**config.mk**
```make
export PLATFORM = sky130hd
export DESIGN_NAME = coin_pulse_gen_flat
export DESIGN_NICKNAME = d
export VERILOG_FILES = /design/src/rtl/coin_pulse_gen_pkg.sv /design/src/rtl/coin_pulse_gen_if.sv /design/src/rtl/coin_pulse_gen_debounce.sv /design/src/rtl/coin_pulse_gen.sv /design/src/flat_wrapper.sv
export SDC_FILE = /design/constraint.sdc
export NUM_CORES = 1
export LEC_CHECK = 0
export CORE_ASPECT_RATIO = 0.7
export CORE_MARGIN = 2
export CORE_UTILIZATION = 45
export DETAILED_ROUTE_END_ITERATION = 12
export SETUP_SLACK_MARGIN = 0.15
export SYNTH_ARGS = -nofsm -noshare
export SYNTH_HDL_FRONTEND = slang
export SYNTH_HIERARCHICAL = 1
export SYNTH_SLANG_ARGS = --single-unit
```
**constraint.sdc**
```tcl
create_clock -name sys_clk -period 1.8 [get_ports sys_clk]
set_input_delay 0.36 -clock sys_clk [delete_from_list [all_inputs] [get_ports sys_clk]]
set_output_delay 0.36 -clock sys_clk [all_outputs]
set_load 0.1 [all_outputs]
```
**src/rtl/coin_pulse_gen_pkg.sv**
```systemverilog
// Shared coin front-end definitions: debounce state encodings, the default
// debounce window, and the coin codes also used by the vending FSM.
package coin_pkg;

  // One-hot debounce states; any other encoding is treated as illegal.
  typedef enum logic [3:0] {
    ST_IDLE        = 4'b0001,
    ST_FILTER_DOWN = 4'b0010,
    ST_DOWN        = 4'b0100,
    ST_FILTER_UP   = 4'b1000
  } db_state_e;

  // 20 ms at 50 MHz.
  localparam int unsigned CNT_MAX_DEF = 20'd999_999;
  localparam int          CNT_W_DEF   = 20;

  // Coin codes as seen by the vending FSM.
  localparam logic [1:0] COIN_HALF = 2'b01;
  localparam logic [1:0] COIN_ONE  = 2'b10;

endpackage

```
**src/rtl/coin_pulse_gen_if.sv**
```systemverilog
// Coin slot bundle: raw active-low switches in, accepted-coin pulses out.
interface coin_pulse_gen_if;
  logic key_one_n;
  logic key_half_n;
  logic po_money_one;
  logic po_money_half;

  modport master (
    output key_one_n, key_half_n,
    input  po_money_one, po_money_half
  );

  modport slave (
    input  key_one_n, key_half_n,
    output po_money_one, po_money_half
  );
endinterface

```
**src/rtl/coin_pulse_gen_debounce.sv**
```systemverilog
// One channel: 2-flop synchroniser, debounce counter and one-hot FSM.
// press is a registered one-cycle strobe on each accepted key-down.
module key_debounce
  import coin_pkg::*;
#(
  parameter int unsigned CNT_MAX = CNT_MAX_DEF,
  parameter int          CNT_W   = CNT_W_DEF
) (
  input  logic sys_clk,
  input  logic sys_rst_n,
  input  logic key_n,
  output logic press
);

  localparam logic [CNT_W-1:0] CNT_LAST = CNT_W'(CNT_MAX - 1);

  logic [1:0]       sync;
  db_state_e        state, state_nxt;
  logic [CNT_W-1:0] cnt, cnt_nxt;
  logic             press_nxt;
  logic             key_s;
  logic             cnt_done;

  assign key_s    = sync[1];
  assign cnt_done = (cnt == CNT_LAST);

  // Synchroniser; resets to released so reset never looks like a press.
  always_ff @(posedge sys_clk) begin
    if (!sys_rst_n) sync <= 2'b11;
    else            sync <= {sync[0], key_n};
  end

  // State, counter and strobe registers.
  always_ff @(posedge sys_clk) begin
    if (!sys_rst_n) begin
      state <= ST_IDLE;
      cnt   <= '0;
      press <= 1'b0;
    end else begin
      state <= state_nxt;
      cnt   <= cnt_nxt;
      press <= press_nxt;
    end
  end

  // Next state; the counter only advances while staying in a filter state,
  // so it clears on every transition and stops at CNT_LAST (no wrap).
  always_comb begin
    state_nxt = ST_IDLE;
    cnt_nxt   = '0;
    case (state)
      ST_IDLE:
        state_nxt = key_s ? ST_IDLE : ST_FILTER_DOWN;
      ST_FILTER_DOWN:
        if (key_s)         state_nxt = ST_IDLE;
        else if (cnt_done) state_nxt = ST_DOWN;
        else begin
          state_nxt = ST_FILTER_DOWN;
          cnt_nxt   = cnt + 1'b1;
        end
      ST_DOWN:
        state_nxt = key_s ? ST_FILTER_UP : ST_DOWN;
      ST_FILTER_UP:
        if (!key_s)        state_nxt = ST_DOWN;
        else if (cnt_done) state_nxt = ST_IDLE;
        else begin
          state_nxt = ST_FILTER_UP;
          cnt_nxt   = cnt + 1'b1;
        end
      default:
        state_nxt = ST_IDLE;
    endcase
  end

  // Strobe only on the FILTER_DOWN -> DOWN transition; release is silent.
  always_comb begin
    press_nxt = (state == ST_FILTER_DOWN) && !key_s && cnt_done;
  end

endmodule

```
**src/rtl/coin_pulse_gen.sv**
```systemverilog
// Coin front end: debounces both slots and emits one registered pulse per
// accepted coin, never both in the same cycle.
module coin_pulse_gen
  import coin_pkg::*;
#(
  parameter int unsigned CNT_MAX = CNT_MAX_DEF,
  parameter int          CNT_W   = CNT_W_DEF
) (
  input  logic             sys_clk,
  input  logic             sys_rst_n,
  coin_pulse_gen_if.slave  bus
);

  logic press_one, press_half;
  logic half_pend;
  logic money_one_q, money_half_q;

  key_debounce #(.CNT_MAX(CNT_MAX), .CNT_W(CNT_W)) u_db_one (
    .sys_clk  (sys_clk),
    .sys_rst_n(sys_rst_n),
    .key_n    (bus.key_one_n),
    .press    (press_one)
  );

  key_debounce #(.CNT_MAX(CNT_MAX), .CNT_W(CNT_W)) u_db_half (
    .sys_clk  (sys_clk),
    .sys_rst_n(sys_rst_n),
    .key_n    (bus.key_half_n),
    .press    (press_half)
  );

  // Arbiter: one-yuan wins a tie; the half-yuan pulse is held one cycle in
  // half_pend and re-deferred if another one-yuan pulse lands on it.
  always_ff @(posedge sys_clk) begin
    if (!sys_rst_n) begin
      money_one_q  <= 1'b0;
      money_half_q <= 1'b0;
      half_pend    <= 1'b0;
    end else begin
      money_one_q  <= press_one;
      money_half_q <= (press_half | half_pend) & ~press_one;
      half_pend    <= (press_half | half_pend) & press_one;
    end
  end

  assign bus.po_money_one  = money_one_q;
  assign bus.po_money_half = money_half_q;

endmodule

```
**src/flat_wrapper.sv**
```systemverilog
// flat-port wrapper written by rule: the top's interface ports become plain ports
module coin_pulse_gen_flat import coin_pkg::*;
#(
  parameter int unsigned CNT_MAX = CNT_MAX_DEF,
  parameter int          CNT_W   = CNT_W_DEF
)
  (sys_clk, sys_rst_n, bus_key_one_n, bus_key_half_n, bus_po_money_one, bus_po_money_half);
  coin_pulse_gen_if bus_i ();
  input  logic sys_clk;
  input  logic sys_rst_n;
  input wire logic [$bits(bus_i.key_one_n)-1:0] bus_key_one_n;
  input wire logic [$bits(bus_i.key_half_n)-1:0] bus_key_half_n;
  output wire logic [$bits(bus_i.po_money_one)-1:0] bus_po_money_one;
  output wire logic [$bits(bus_i.po_money_half)-1:0] bus_po_money_half;
  assign bus_i.key_one_n = bus_key_one_n;
  assign bus_i.key_half_n = bus_key_half_n;
  assign bus_po_money_one = bus_i.po_money_one;
  assign bus_po_money_half = bus_i.po_money_half;
  coin_pulse_gen #(.CNT_MAX(CNT_MAX), .CNT_W(CNT_W)) u_core (.sys_clk(sys_clk), .sys_rst_n(sys_rst_n), .bus(bus_i));
endmodule
```
==> results.json <==
{
  "status": "finished clean",
  "p_switching_uw": 524,
  "fin_ws_ns": 0.100,
  "initial_core_util": 0.458,
  "worstSetupStartpointType": "flop",
  "power.density_nw_per_um2": 672,
  "worst-r2r-setup-slack_ns": 0.10,
  "drt_pass1_iterations": 4,
  "instances_no_fill": 451,
  "syn-num-nets": 325,
  "slew_headroom": 0.755,
  "clockBufferDepth": 2,
  "io_buffers": 5,
  "rsz0062_at_grt": "true",
  "clk_pin_slew_ns": 0.06,
  "drt-vias-per-instance": 5.41,
  "die_h_um": 70.3,
  "grt_max_degree": 21,
  "final_antenna_net_count": 0,
  "worstMarginPinSlew_ns": 0.367,
  "area_growth_pct": 26.4,
  "htreeDepth": 3,
  "drc": 0,
  "vias": 2440,
  "placed_cell_area_um2": 3270,
  "p_seq_frac": 0.534,
  "first_global_vias": 2102,
  "ios": 6,
  "timing.fmax_mhz": 588,
  "final_nets": 376,
  "cts.sinks": 57,
  "synthCells": 317,
  "grt_use_met1": 0.256,
  "crit_chain": "inv_2 > ha_4 > nor4b_4 > nand4_2 > or4_4 > a2111oi_4",
  "gp_congestion": 0.821,
  "gr-total-overflow": 0,
  "row_count": 24,
  "critPathTopFamily": "simple AND/OR/NAND/NOR gates",
  "dp_cells": 431,
  "yosysWarnings": 6,
  "drive_above_1_share": 0.282,
  "period_share": 0.944,
  "crit_slowest_cell": "or4_4",
  "synth.avg_cell_area_um2": 8.90,
  "clockRootBuffer": "clkbuf_8",
  "grt.met3_usage": 0.0541,
  "grt_use_met2": 0.235,
  "synth.distinct_cells": 41,
  "pwr-share-clk": 0.438,
  "clock_latency_ns": 0.33,
  "dp_hpwl_um": 4030,
  "synth-seq-cells": 57,
  "min_period_ns": 1.70,
  "hold_path_class": "reg2reg",
  "die_w_um": 98.6,
  "setup_violations": 0,
  "worstHoldPathCells": 1,
  "crit_type": "reg2reg",
  "synth_area_leader_cell": "dfxtp_1",
  "dieArea_um2": 6930,
  "drtIter0Drc": 95,
  "design_area_um2": 3570,
  "critPathArrivalTime_ns": 1.93,
  "track_usage": 0.174,
  "hold_path_end": "u_core/u_db_half/sync[1]",
  "peakVddDrop_v": 0.000325,
  "internal_power_mw": 1.87,
  "avgRoutedWirePerCell_um": 13.0,
  "p_comb_frac": 0.028,
  "hold_buffers": 0,
  "hold_viol": 0,
  "power_mw": 2.40,
  "maxSlewViolCount": 0,
  "critPathBufInv": 1,
  "critPathMaxFanout": 2,
  "routed_wl_um": 5880,
  "grt.busiest_layer": "met1",
  "reg2reg_depth": 6,
  "post-place-ws_ns": -0.0606,
  "grt_pass1_wl_um": 9660,
  "yosysTopAreaCellShare": 0.404,
  "regToRegStartpoint": "u_core/u_db_one/cnt[0]",
  "required_ns": 2.03,
  "synth.area.top_cells": "dfxtp_1 40%, xnor2_1 6.2%, nor2_1 5.6%",
  "power.leakage_nw": 1.19,
  "hp-start": "u_core/u_db_half/sync[0]",
  "worst_clock_skew_ns": 0.00795,
  "switching_share": 0.218,
  "synth_area_um2": 2820,
  "tritoncts": "built",
  "grt_antenna_before_repair": 0,
  "num_antenna_cells": 0,
  "end_kind": "flop",
  "core-area_um2": 6160,
  "timing.hold.ws_ns": 0.406,
  "reg2reg_to": "u_core/u_db_one/state[2]",
  "numCtsBuffers": 9,
  "fin_util": 0.579,
  "setup-tns-final_ns": 0,
  "cap_violations": 0,
  "slowest_delay_ns": 0.45,
  "ys_seq_area_frac": 0.404
}
[sequential cells by signal, indices dropped and copies added, names as in the netlist]
signal	flops
u_core/half_pend	1
u_core/u_db_one/sync	2
u_core/u_db_half/cnt	20
u_core/u_db_half/press	1
u_core/u_db_half/sync	2
u_core/u_db_one/press	1
u_core/u_db_one/state	4
u_core/u_db_half/state	4
u_core/bus.po_money_half	1
u_core/bus.po_money_one	1
u_core/u_db_one/cnt	20
[power by group through the flow]
| stage | sequential, mW | clock (mW) | combinational, mW |
|---|---|---|---|
| floorplan | 1.31 | 0 | 0.0292 |
| global placement | 1.31 | 0 | 0.0622 |
| detailed placement | 1.31 | 0 | 0.0618 |
| CTS | 1.28 | 1.10 | 0.0649 |
| global route | 1.28 | 1.14 | 0.0730 |
| finish | 1.28 | 1.05 | 0.0671 |
[worst max-delay path by stage]
stage	start	endpoint	slack, ns	depth (start not counted)
2_1_floorplan	u_core/u_db_half/cnt[0]	u_core/u_db_half/state[2]	0.16	6
3_3_place_gp	sys_rst_n	u_core/u_db_one/cnt[19]	-0.05	6
3_5_place_dp	sys_rst_n	u_core/u_db_half/cnt[19]	-0.06	6
4_1_cts	u_core/u_db_one/cnt[0]	u_core/u_db_one/state[2]	0.1	6
5_1_grt	u_core/u_db_half/cnt[0]	u_core/u_db_half/state[2]	0.01	6
6_report	u_core/u_db_one/cnt[0]	u_core/u_db_one/state[2]	0.10	6
[per-layer routing]
layer,vias up,share of wire
met5,-,0
met4,0,0.013
met3,6,0.053
met2,57,0.41
met1,1142,0.52
li1,1235,-
[cell usage in the layout, fill, tap and decap left out, types with 3 or more instances in the layout]
cell,Yosys,routed
or2_2,6,6
a2111oi_4,0,3
nor4b_4,4,4
clkbuf_8,0,11
clkdlybuf4s50_1,0,3
nand4_1,12,12
nor3_1,14,14
xor2_1,8,8
and3_1,10,10
and4_1,4,4
nor2_1,42,42
buf_6,2,4
nor2b_1,4,4
nand2b_1,12,12
inv_1,14,12
clkinv_2,0,3
buf_4,0,39
o21ai_0,6,6
or3_1,4,4
dfxtp_1,57,48
nand3_1,16,16
nand2_1,14,14
dfxtp_2,0,9
xnor2_1,20,20
a31o_2,6,6
a21oi_1,10,10
nor4_1,6,6
[final cells by class]
class                           instances  area, µm²
Multi-Input combinational cell        238       1680
Clock buffer                           13        159
Inverter                               14       52.6
Tap cell                               78       97.6
Fill cell                             561       2590
Timing Repair Buffer                   48        408
Clock inverter                          3       15.0
Sequential cell                        57       1150
[cells in the mapped netlist]
cell type,number
and4_2,2
o21ai_1,2
nor4b_4,4
dfxtp_1,57
nand2b_1,12
a32oi_1,2
o21ai_0,6
nand3_1,16
nor2b_4,1
nand2_1,14
or4_1,2
xnor2_1,20
and3_1,10
nor2_1,42
or3_1,4
mux2i_1,2
nand4_2,2
clkbuf_1,6
nor2_2,1
nor2b_1,4
a2111oi_0,4
nand4_1,12
a31o_2,6
a211oi_1,2
or3b_1,2
nor4_1,6
or4_4,2
and4_1,4
and3b_1,2
o31ai_1,2
a2111oi_2,2
nor3b_1,3
nand3b_1,2
nor3_1,14
buf_6,2
or2_2,6
ha_1,4
and2_4,1
inv_1,14
a21oi_1,10
xor2_1,8
[what timing repair did]
item                       in CTS  in global routing
resized for setup               5                 21
cloned                          0                  2
pin swaps                       5                  1
setup endpoints to repair       8                 43
buffers inserted                1                  1
[cell families (layout without fill, tap and decap cells)]
logic type / after synthesis / after routing / synth area share
adder cells (fa/ha/maj): 4 / 4 / 0.0177
buffers and inverters: 22 / 78 / 0.0346
flip-flops: 57 / 57 / 0.404
AND/OR/NAND/NOR: 168 / 168 / 0.359
XOR/XNOR: 28 / 28 / 0.0869
AO/OA/AOI/OAI: 36 / 36 / 0.0905
multiplexers: 2 / 2 / 0.00710
Power figures use the tool's default switching activity.
